[src/rtl/switch_led_pkg.sv]
// Shared encodings for the switch/LED board controller: FSM states and the
// fixed LED patterns shown during the power-up lamp test and sweep.
package switch_led_pkg;

  typedef enum logic [1:0] {
    LAMP  = 2'd0,
    SWEEP = 2'd1,
    LIVE  = 2'd2,
    HOLD  = 2'd3
  } state_t;

  // LED words are {led1, led2, led3}.
  localparam logic [2:0] LAMP_PAT   = 3'b111;
  localparam logic [2:0] SWEEP_PAT0 = 3'b100;
  localparam logic [2:0] SWEEP_PAT1 = 3'b010;
  localparam logic [2:0] SWEEP_PAT2 = 3'b001;

endpackage

[src/rtl/switch_led_ctrl_debounce.sv]
// Two-flop synchroniser plus whole-word debouncer: the output only follows the
// synchronised input after it has differed from it for DEB_CYCLES samples.
module sw_debounce #(
  parameter int WIDTH      = 1,
  parameter int DEB_CYCLES = 4,
  parameter int CNT_W      = 16
) (
  input  logic             clk,
  input  logic             rst,
  input  logic [WIDTH-1:0] din,
  output logic [WIDTH-1:0] dout
);

  localparam logic [CNT_W-1:0] DEB_LAST = CNT_W'(DEB_CYCLES - 1);

  logic [WIDTH-1:0] sync1_q;
  logic [WIDTH-1:0] sync2_q;
  logic [WIDTH-1:0] deb_q;
  logic [CNT_W-1:0] cnt_q;

  // NOTE: sequential state uses non-blocking assignments so every flop samples
  // the pre-edge value of the others; blocking here would collapse the
  // synchroniser chain into a single flop.
  always_ff @(posedge clk) begin
    if (rst) begin
      sync1_q <= '0;
      sync2_q <= '0;
      deb_q   <= '0;
      cnt_q   <= '0;
    end else begin
      sync1_q <= din;
      sync2_q <= sync1_q;
      // A different non-equal value mid-count keeps counting rather than
      // restarting; only a return to the debounced value clears the count.
      if (sync2_q == deb_q) begin
        cnt_q <= '0;
      end else if (cnt_q == DEB_LAST) begin
        deb_q <= sync2_q;
        cnt_q <= '0;
      end else begin
        cnt_q <= cnt_q + CNT_W'(1);
      end
    end
  end

  assign dout = deb_q;

endmodule

[src/rtl/switch_led_ctrl.sv]
// Board controller: debounces the switch banks and mode button, runs a lamp
// test and LED sweep after reset, then shows the three LED functions live or frozen.
module switch_led_ctrl
  import switch_led_pkg::*;
#(
  parameter int DEB_CYCLES  = 4,
  parameter int LAMP_CYCLES = 8,
  parameter int STEP_CYCLES = 4,
  parameter int CNT_W       = 16
) (
  input  logic       clk,
  input  logic       rst,
  input  logic [2:0] sw_or,
  input  logic [3:0] sw_nand,
  input  logic [3:0] sw_fn,
  input  logic       btn_mode,
  output logic       led1,
  output logic       led2,
  output logic       led3,
  output logic [1:0] mode
);

  localparam logic [CNT_W-1:0] LAMP_LAST  = CNT_W'(LAMP_CYCLES - 1);
  localparam logic [CNT_W-1:0] STEP_1     = CNT_W'(STEP_CYCLES);
  localparam logic [CNT_W-1:0] STEP_2     = CNT_W'(2 * STEP_CYCLES);
  localparam logic [CNT_W-1:0] SWEEP_LAST = CNT_W'(3 * STEP_CYCLES - 1);

  logic [2:0] or_deb;
  logic [3:0] nand_deb;
  logic [3:0] fn_deb;
  logic       btn_deb;
  logic       btn_q;
  logic       btn_evt;

  state_t           state_q, state_d;
  logic [CNT_W-1:0] cnt_q, cnt_d;
  logic [2:0]       leds_q, leds_d;
  logic [2:0]       live_leds;

  sw_debounce #(.WIDTH(3), .DEB_CYCLES(DEB_CYCLES), .CNT_W(CNT_W)) u_deb_or (
    .clk(clk), .rst(rst), .din(sw_or), .dout(or_deb)
  );

  sw_debounce #(.WIDTH(4), .DEB_CYCLES(DEB_CYCLES), .CNT_W(CNT_W)) u_deb_nand (
    .clk(clk), .rst(rst), .din(sw_nand), .dout(nand_deb)
  );

  sw_debounce #(.WIDTH(4), .DEB_CYCLES(DEB_CYCLES), .CNT_W(CNT_W)) u_deb_fn (
    .clk(clk), .rst(rst), .din(sw_fn), .dout(fn_deb)
  );

  sw_debounce #(.WIDTH(1), .DEB_CYCLES(DEB_CYCLES), .CNT_W(CNT_W)) u_deb_btn (
    .clk(clk), .rst(rst), .din(btn_mode), .dout(btn_deb)
  );

  // fn bits are {A, B, C, D}.
  function automatic logic [2:0] eval_leds(input logic [2:0] o,
                                           input logic [3:0] n,
                                           input logic [3:0] f);
    logic a, b, c, d;
    {a, b, c, d} = f;
    return {|o, ~&n, (~a & d) | (~a & c) | (b & d) | (a & ~b & ~d)};
  endfunction

  function automatic logic [2:0] sweep_pat(input logic [CNT_W-1:0] c);
    if (c < STEP_1)      return SWEEP_PAT0;
    else if (c < STEP_2) return SWEEP_PAT1;
    else                 return SWEEP_PAT2;
  endfunction

  assign live_leds = eval_leds(or_deb, nand_deb, fn_deb);
  assign btn_evt   = btn_deb & ~btn_q;

  always_ff @(posedge clk) begin
    if (rst) begin
      state_q <= LAMP;
      cnt_q   <= '0;
      leds_q  <= '0;
      btn_q   <= 1'b0;
    end else begin
      state_q <= state_d;
      cnt_q   <= cnt_d;
      leds_q  <= leds_d;
      btn_q   <= btn_deb;
    end
  end

  // NOTE: every output of this block gets a default first, so no path leaves a
  // signal unassigned and no latch is inferred.
  always_comb begin
    state_d = state_q;
    cnt_d   = cnt_q;
    leds_d  = leds_q;
    unique case (state_q)
      LAMP: begin
        leds_d = LAMP_PAT;
        // The first cycle after reset only loads the lamp pattern, so the
        // count covers exactly LAMP_CYCLES cycles of all-on.
        if (leds_q == LAMP_PAT) begin
          if (cnt_q == LAMP_LAST) begin
            state_d = SWEEP;
            cnt_d   = '0;
            leds_d  = SWEEP_PAT0;
          end else begin
            cnt_d = cnt_q + CNT_W'(1);
          end
        end
      end
      SWEEP: begin
        if (cnt_q == SWEEP_LAST) begin
          state_d = LIVE;
          cnt_d   = '0;
          leds_d  = live_leds;
        end else begin
          cnt_d  = cnt_q + CNT_W'(1);
          leds_d = sweep_pat(cnt_d);
        end
      end
      LIVE: begin
        leds_d = live_leds;
        if (btn_evt) state_d = HOLD;
      end
      HOLD: begin
        if (btn_evt) begin
          state_d = LIVE;
          leds_d  = live_leds;
        end
      end
      default: state_d = LAMP;
    endcase
  end

  assign {led1, led2, led3} = leds_q;
  assign mode               = state_q;

endmodule
[config.mk]
export PLATFORM = sky130hd
export DESIGN_NAME = switch_led_ctrl
export DESIGN_NICKNAME = d
export VERILOG_FILES = /design/src/rtl/switch_led_pkg.sv /design/src/rtl/switch_led_ctrl_debounce.sv /design/src/rtl/switch_led_ctrl.sv
export SDC_FILE = /design/constraint.sdc
export NUM_CORES = 1
export LEC_CHECK = 0
export CORE_UTILIZATION = 30
export DETAILED_ROUTE_END_ITERATION = 8
export PLACE_DENSITY_LB_ADDON = 0.2
export SYNTH_ARGS = -nofsm -noshare
export SYNTH_HDL_FRONTEND = slang
export SYNTH_SLANG_ARGS = --single-unit
[constraint.sdc]
create_clock -name clk -period 2.1 [get_ports clk]
set_input_delay 0.525 -clock clk [delete_from_list [all_inputs] [get_ports clk]]
set_output_delay 0.525 -clock clk [all_outputs]
set_load 0.01 [all_outputs]
Word-level counts from Yosys, hierarchy flattened
Cells that the tools add are included.
W data, S select, Z words.
{ "word_totals": {"reg_bits": 122, "latch_bits": 0, "ram_bits": 0, "mem_bits_ro": 0, "out_inout_bits": 5, "n_memories": 0} }
{ "classes": {"add_sub_neg": 5, "mul": 0, "div_mod_pow": 0, "magnitude_cmp": 2, "n_eq_ne": 19, "shifts": 0, "muxes": 17, "n_bitwise": 17, "n_reduce_logical": 15} }
{ "op_table": {"columns": ["op", "n"], "rows": [
  ["$add A16 B1 Y16 const B", 5],
  ["$eq A16 B2 Y1 const B", 4],
  ["$mux W16", 3],
  ["$pmux W16 S2", 1],
  ["$eq A16 B3 Y1 const B", 1],
  ["$eq A16 B4 Y1 const B", 1],
  ["$lt A16 B3 Y1 const B", 1],
  ["$lt A16 B4 Y1 const B", 1],
  ["$mux W2", 8],
  ["$reduce_or A3 Y1", 5],
  ["$pmux W3 S4", 1],
  ["$ne A2 B2 Y1 const B", 5],
  ["$reduce_and A2 Y1", 5],
  ["$mux W3", 3],
  ["$eq A4 B4 Y1", 2],
  ["$not A1 Y1", 8],
  ["$pmux W2 S4", 1],
  ["$and A1 B1 Y1", 6],
  ["$reduce_and A5 Y1", 1],
  ["$eq A2 B2 Y1 const B", 2],
  ["$reduce_and A4 Y1", 1],
  ["$eq A3 B3 Y1", 1],
  ["$eq A3 B3 Y1 const B", 1],
  ["$or A1 B1 Y1", 3],
  ["other kinds (5)", 5]
]} }

Longest topological paths before layout
{ "depth": {"word_depth": 7, "depth_mapped": 8, "mapped_depth_nobuf": 7} }

Cells and area by module
From an unflattened synthesis, not the netlist that was laid out.
{ "hier_totals": {"hier_cells": 622, "area_unflattened_um2": 5710.5} }
{ "by_module_without_submodules": {"columns": ["mod", "n_inst", "cells_each", "area_per_inst_um2"], "rows": [
  ["sw_debounce (u_deb_fn ...)", 2, 113, 1157.4],
  ["switch_led_ctrl", 1, 200, 1551.5],
  ["sw_debounce (u_deb_or)", 1, 106, 1003.5],
  ["sw_debounce (u_deb_btn)", 1, 90, 840.8]
]} }

Worst setup path before layout
Ideal clock, no wire load.
{ "synth_path": {"path_type": "flip-flop to flip-flop", "startpoint": "register cnt_q[0]", "endpoint": "register state_q[0] (netlist: mode[0])", "t_arrival_ps": 1662, "required_time_ps": 1985, "path_slack_ps": 323, "stages_incl_launch_ff": 9, "synth_period_minus_slack_ps": 1777, "path_cell_list": "dfxtp_1 > ha_1 > buf_4 > nor3b_1 > nand4_2 > nor3b_4 > a21oi_1 > a21oi_1 > nor2_1"} }
{ "synth_via": {"elab_chain_len": 3, "word_cells_on_any_way": 5} }
{ "synth_lines": {"columns": ["element", "line_no", "source"], "rows": [
  ["from (decl)", "switch_led_ctrl.sv:36", "logic [CNT_W-1:0] cnt_q, cnt_d;"],
  ["from (signal assigned)", "switch_led_ctrl.sv:82", "cnt_q <= cnt_d;"],
  ["$eq A16 B4 Y1 / $eq A16 B3 Y1 (equally long branches)", "switch_led_ctrl.sv:110, switch_led_ctrl.sv:100", null],
  ["$ne A2 B2 Y1 (no line)", null, null],
  ["$reduce_and A5 Y1 (no line) (*)", null, null],
  ["to (signal assigned)", "switch_led_ctrl.sv:81", "state_q <= state_d;"],
  ["to (decl)", "switch_led_ctrl.sv:35", "state_t state_q, state_d;"]
]} }
Every way passes the cells marked *; elsewhere a longest branch is shown, timed or not.
A chain may end at the register's enable or synchronous reset.

Final worst setup path
{ "layout_path": {"startpoint": "register state_q[0] (netlist: mode[0])", "endpoint": "output port mode[0]"} }
{ "layout_lines": {"columns": ["element", "line_no", "source"], "rows": [
  ["to (decl)", "switch_led_ctrl.sv:20", "output logic [1:0] mode"]
]} }
No word-level cell between the ends.

==> reports/metrics.cfg <==
[yosys]
netlist.area_leader.share=0.463
yosysMostFrequentCell=dfxtp_1
synth-edff-count=0
mappedNetlistArea_um2=5270
yosys-top-cells-count=dfxtp_1 (122), nor2_1 (99), xor2_1 (41)
synthArstFlopShare=0
synthFlopType=dfxtp_1
syn_inst=587
yosysTopAreaCell=dfxtp_1
synth_nets=606
ys_ff_latch=122
yosys-top-cells-area=dfxtp_1 (46%), nor2_1 (7.0%), xor2_1 (6.8%), xnor2_1 (5.8%), nor2b_1 (3.1%)
seq_area_frac_synth=0.463
ys_types=49
synth.avg_cell_area_um2=8.98
yosysWarnings=0

[grt]
grt_pass1_vias=3927
grt_overflow=0
grt_pass1_wl_um=17800
track_usage=0.123
grt_max_degree=24
antenna_found_initial=0

[clock_network]
cts_tree=done
numCtsBuffers=17
clkLatencyLatePin_ns=0.42
ctsRootBufferMaster=clkbuf_16
clock_path_buffers=2
cts.sinks=122
cts_max_level=4
holdBufCountCts=0
clk_pin_slew_ns=0.05

[finish]
synthToLayoutAreaGrowth_pct=21.2
nNetsFinal=634
drive_above_1_share=0.0908
final_util=0.371
num_antenna_cells=0

[worst_setup_path]
rr_startpoint=cnt_q[0]
required_ns=1.57
r2r-end=leds_q[0]
cpPeakStageDelay_ns=0.57
path_cells=clkdlybuf4s50_1
critPathTopFamily=buffers and inverters
crit_arrival_ns=1.42
startpoint=mode[0]
slowest_stage=clkdlybuf4s50_1
reg2reg_depth=7
cp-end-kind=output pin
r2r_slack_ns=0.18
crit_type=reg -> out
cp.buffers_inverters=1
critPathMaxFanout=10
start_kind=register

[sta]
clock_skew_ns=0.00743
worst_slew_pin_slew_ns=0.521
fmax_ghz=0.514
drv_slew=0
hold_viol=0
fin_tns_setup_ns=0
slew_headroom=0.651
fin_crit_sh=0.927
rsz0062_at_grt=false
setup_viol=0
fin_crit_ns=1.95

[pwr]
vdd_drop_max_mv=0.522
p_per_area_nw_per_um2=912
p_total_mw=5.83
p_leak_nw=2.34

[min_path]
hold_path_class=reg -> reg
holdPathEnd=u_deb_nand.sync2_q[0]
hold_path_depth=1
worstHoldStart=u_deb_nand.sync1_q[0]

[die]
die_y_um=135
ioPinCount=19
fp-row-count=48
initial_core_util=0.306
die_area_um2=18100
die_w_um=135
core_region_area_um2=17200

[place]
gp_congestion=0.786
io_buffers=18
hpwl_um=6960

[route]
drc=0
drt-initial-drc-count=165
vias=4004
routed_wl_um=10100
drt-vias-per-instance=4.69
drtAntennaViolNets=0
dr.pass1.iters=4
avgRoutedWirePerCell_um=11.8

[run_status]
status=finished, final reports clean

[flow_run]
maxCapViolCount=0

[logic make-up after synthesis]
kind of cell    after synthesis  share of synthesized area
fa+ha+maj                     5                     0.0119
flops                       122                      0.463
compound gates               53                     0.0615
simple gates                288                      0.283
buf+inv                      28                     0.0259
xor+xnor                     76                      0.126
mux                          15                     0.0285
[metal layers]
layer	wire length, µm	GRT usage
met1	5040	0.151
met2	4560	0.195
met3	285	0.0379
met4	188	0.0587
met5	0	0
[report_power, final]
part	leakage, nW	switching (mW)	internal [mW]
registers	0.990	0.0235	2.35
clock network	0.320	1.03	2.29
logic	1.03	0.0713	0.0658
[cells in the final DEF (no fill, tap or decap), types with 15 or more instances in the layout]
master,instances
xor2_1,41
nand4_1,23
clkdlybuf4s50_1,17
nand2_1,33
nor2_1,99
nand3_1,30
dfxtp_1,121
mux2i_1,15
xnor2_1,35
nor2b_1,26
clkbuf_16,17
and3_1,19
a21oi_1,17
[flip-flops by register name (all words and copies together), names as in the netlist, 4 cells and up]
name,count
u_deb_or.cnt_q,16
u_deb_fn.cnt_q,16
u_deb_nand.sync2_q,4
u_deb_fn.sync2_q,4
u_deb_btn.cnt_q,16
u_deb_fn.sync1_q,4
cnt_q,16
u_deb_nand.sync1_q,4
u_deb_fn.dout,4
u_deb_nand.cnt_q,16
u_deb_nand.dout,4
[cell type report]
type	count	area, µm²
fill	1715	10800
multi-input combinational	437	2700
sequential	122	2440
clock buffer	21	460
tap	225	282
timing repair buffer	29	258
clock inverter	11	216
inverter	8	30.0
[worst max-delay path by stage]
stage | endpoint | slack, ns | depth (start not counted)
5_1_grt | leds_q[0] | 0.05 | 7
3_5_place_dp | leds_q[0] | 0.12 | 6
4_1_cts | leds_q[0] | 0.10 | 6
2_1_floorplan | mode[0] | 0.32 | 8
6_report | mode[0] | 0.15 | 1
3_3_place_gp | mode[0] | 0.18 | 7
[timing repair]
| item | CTS | global route |
|---|---|---|
| pin swaps | 0 | 1 |
| buffers inserted | 0 | 0 |
| setup endpoints to repair | 1 | 4 |
| resized for setup | 1 | 2 |
[stage by stage]
stage                     cell area, µm²  setup slack, ns  hold slack (ns)  cells
after floorplan                     5270            0.323            0.413    587
after global placement              5710            0.179            0.423    821
after detailed placement            5710            0.115            0.422    821
after CTS                           6380            0.104            0.435    853
after global routing                6390           0.0490            0.458    853
final                               6390            0.154            0.434    853
No activity file was read; power rests on OpenSTA's default activity.
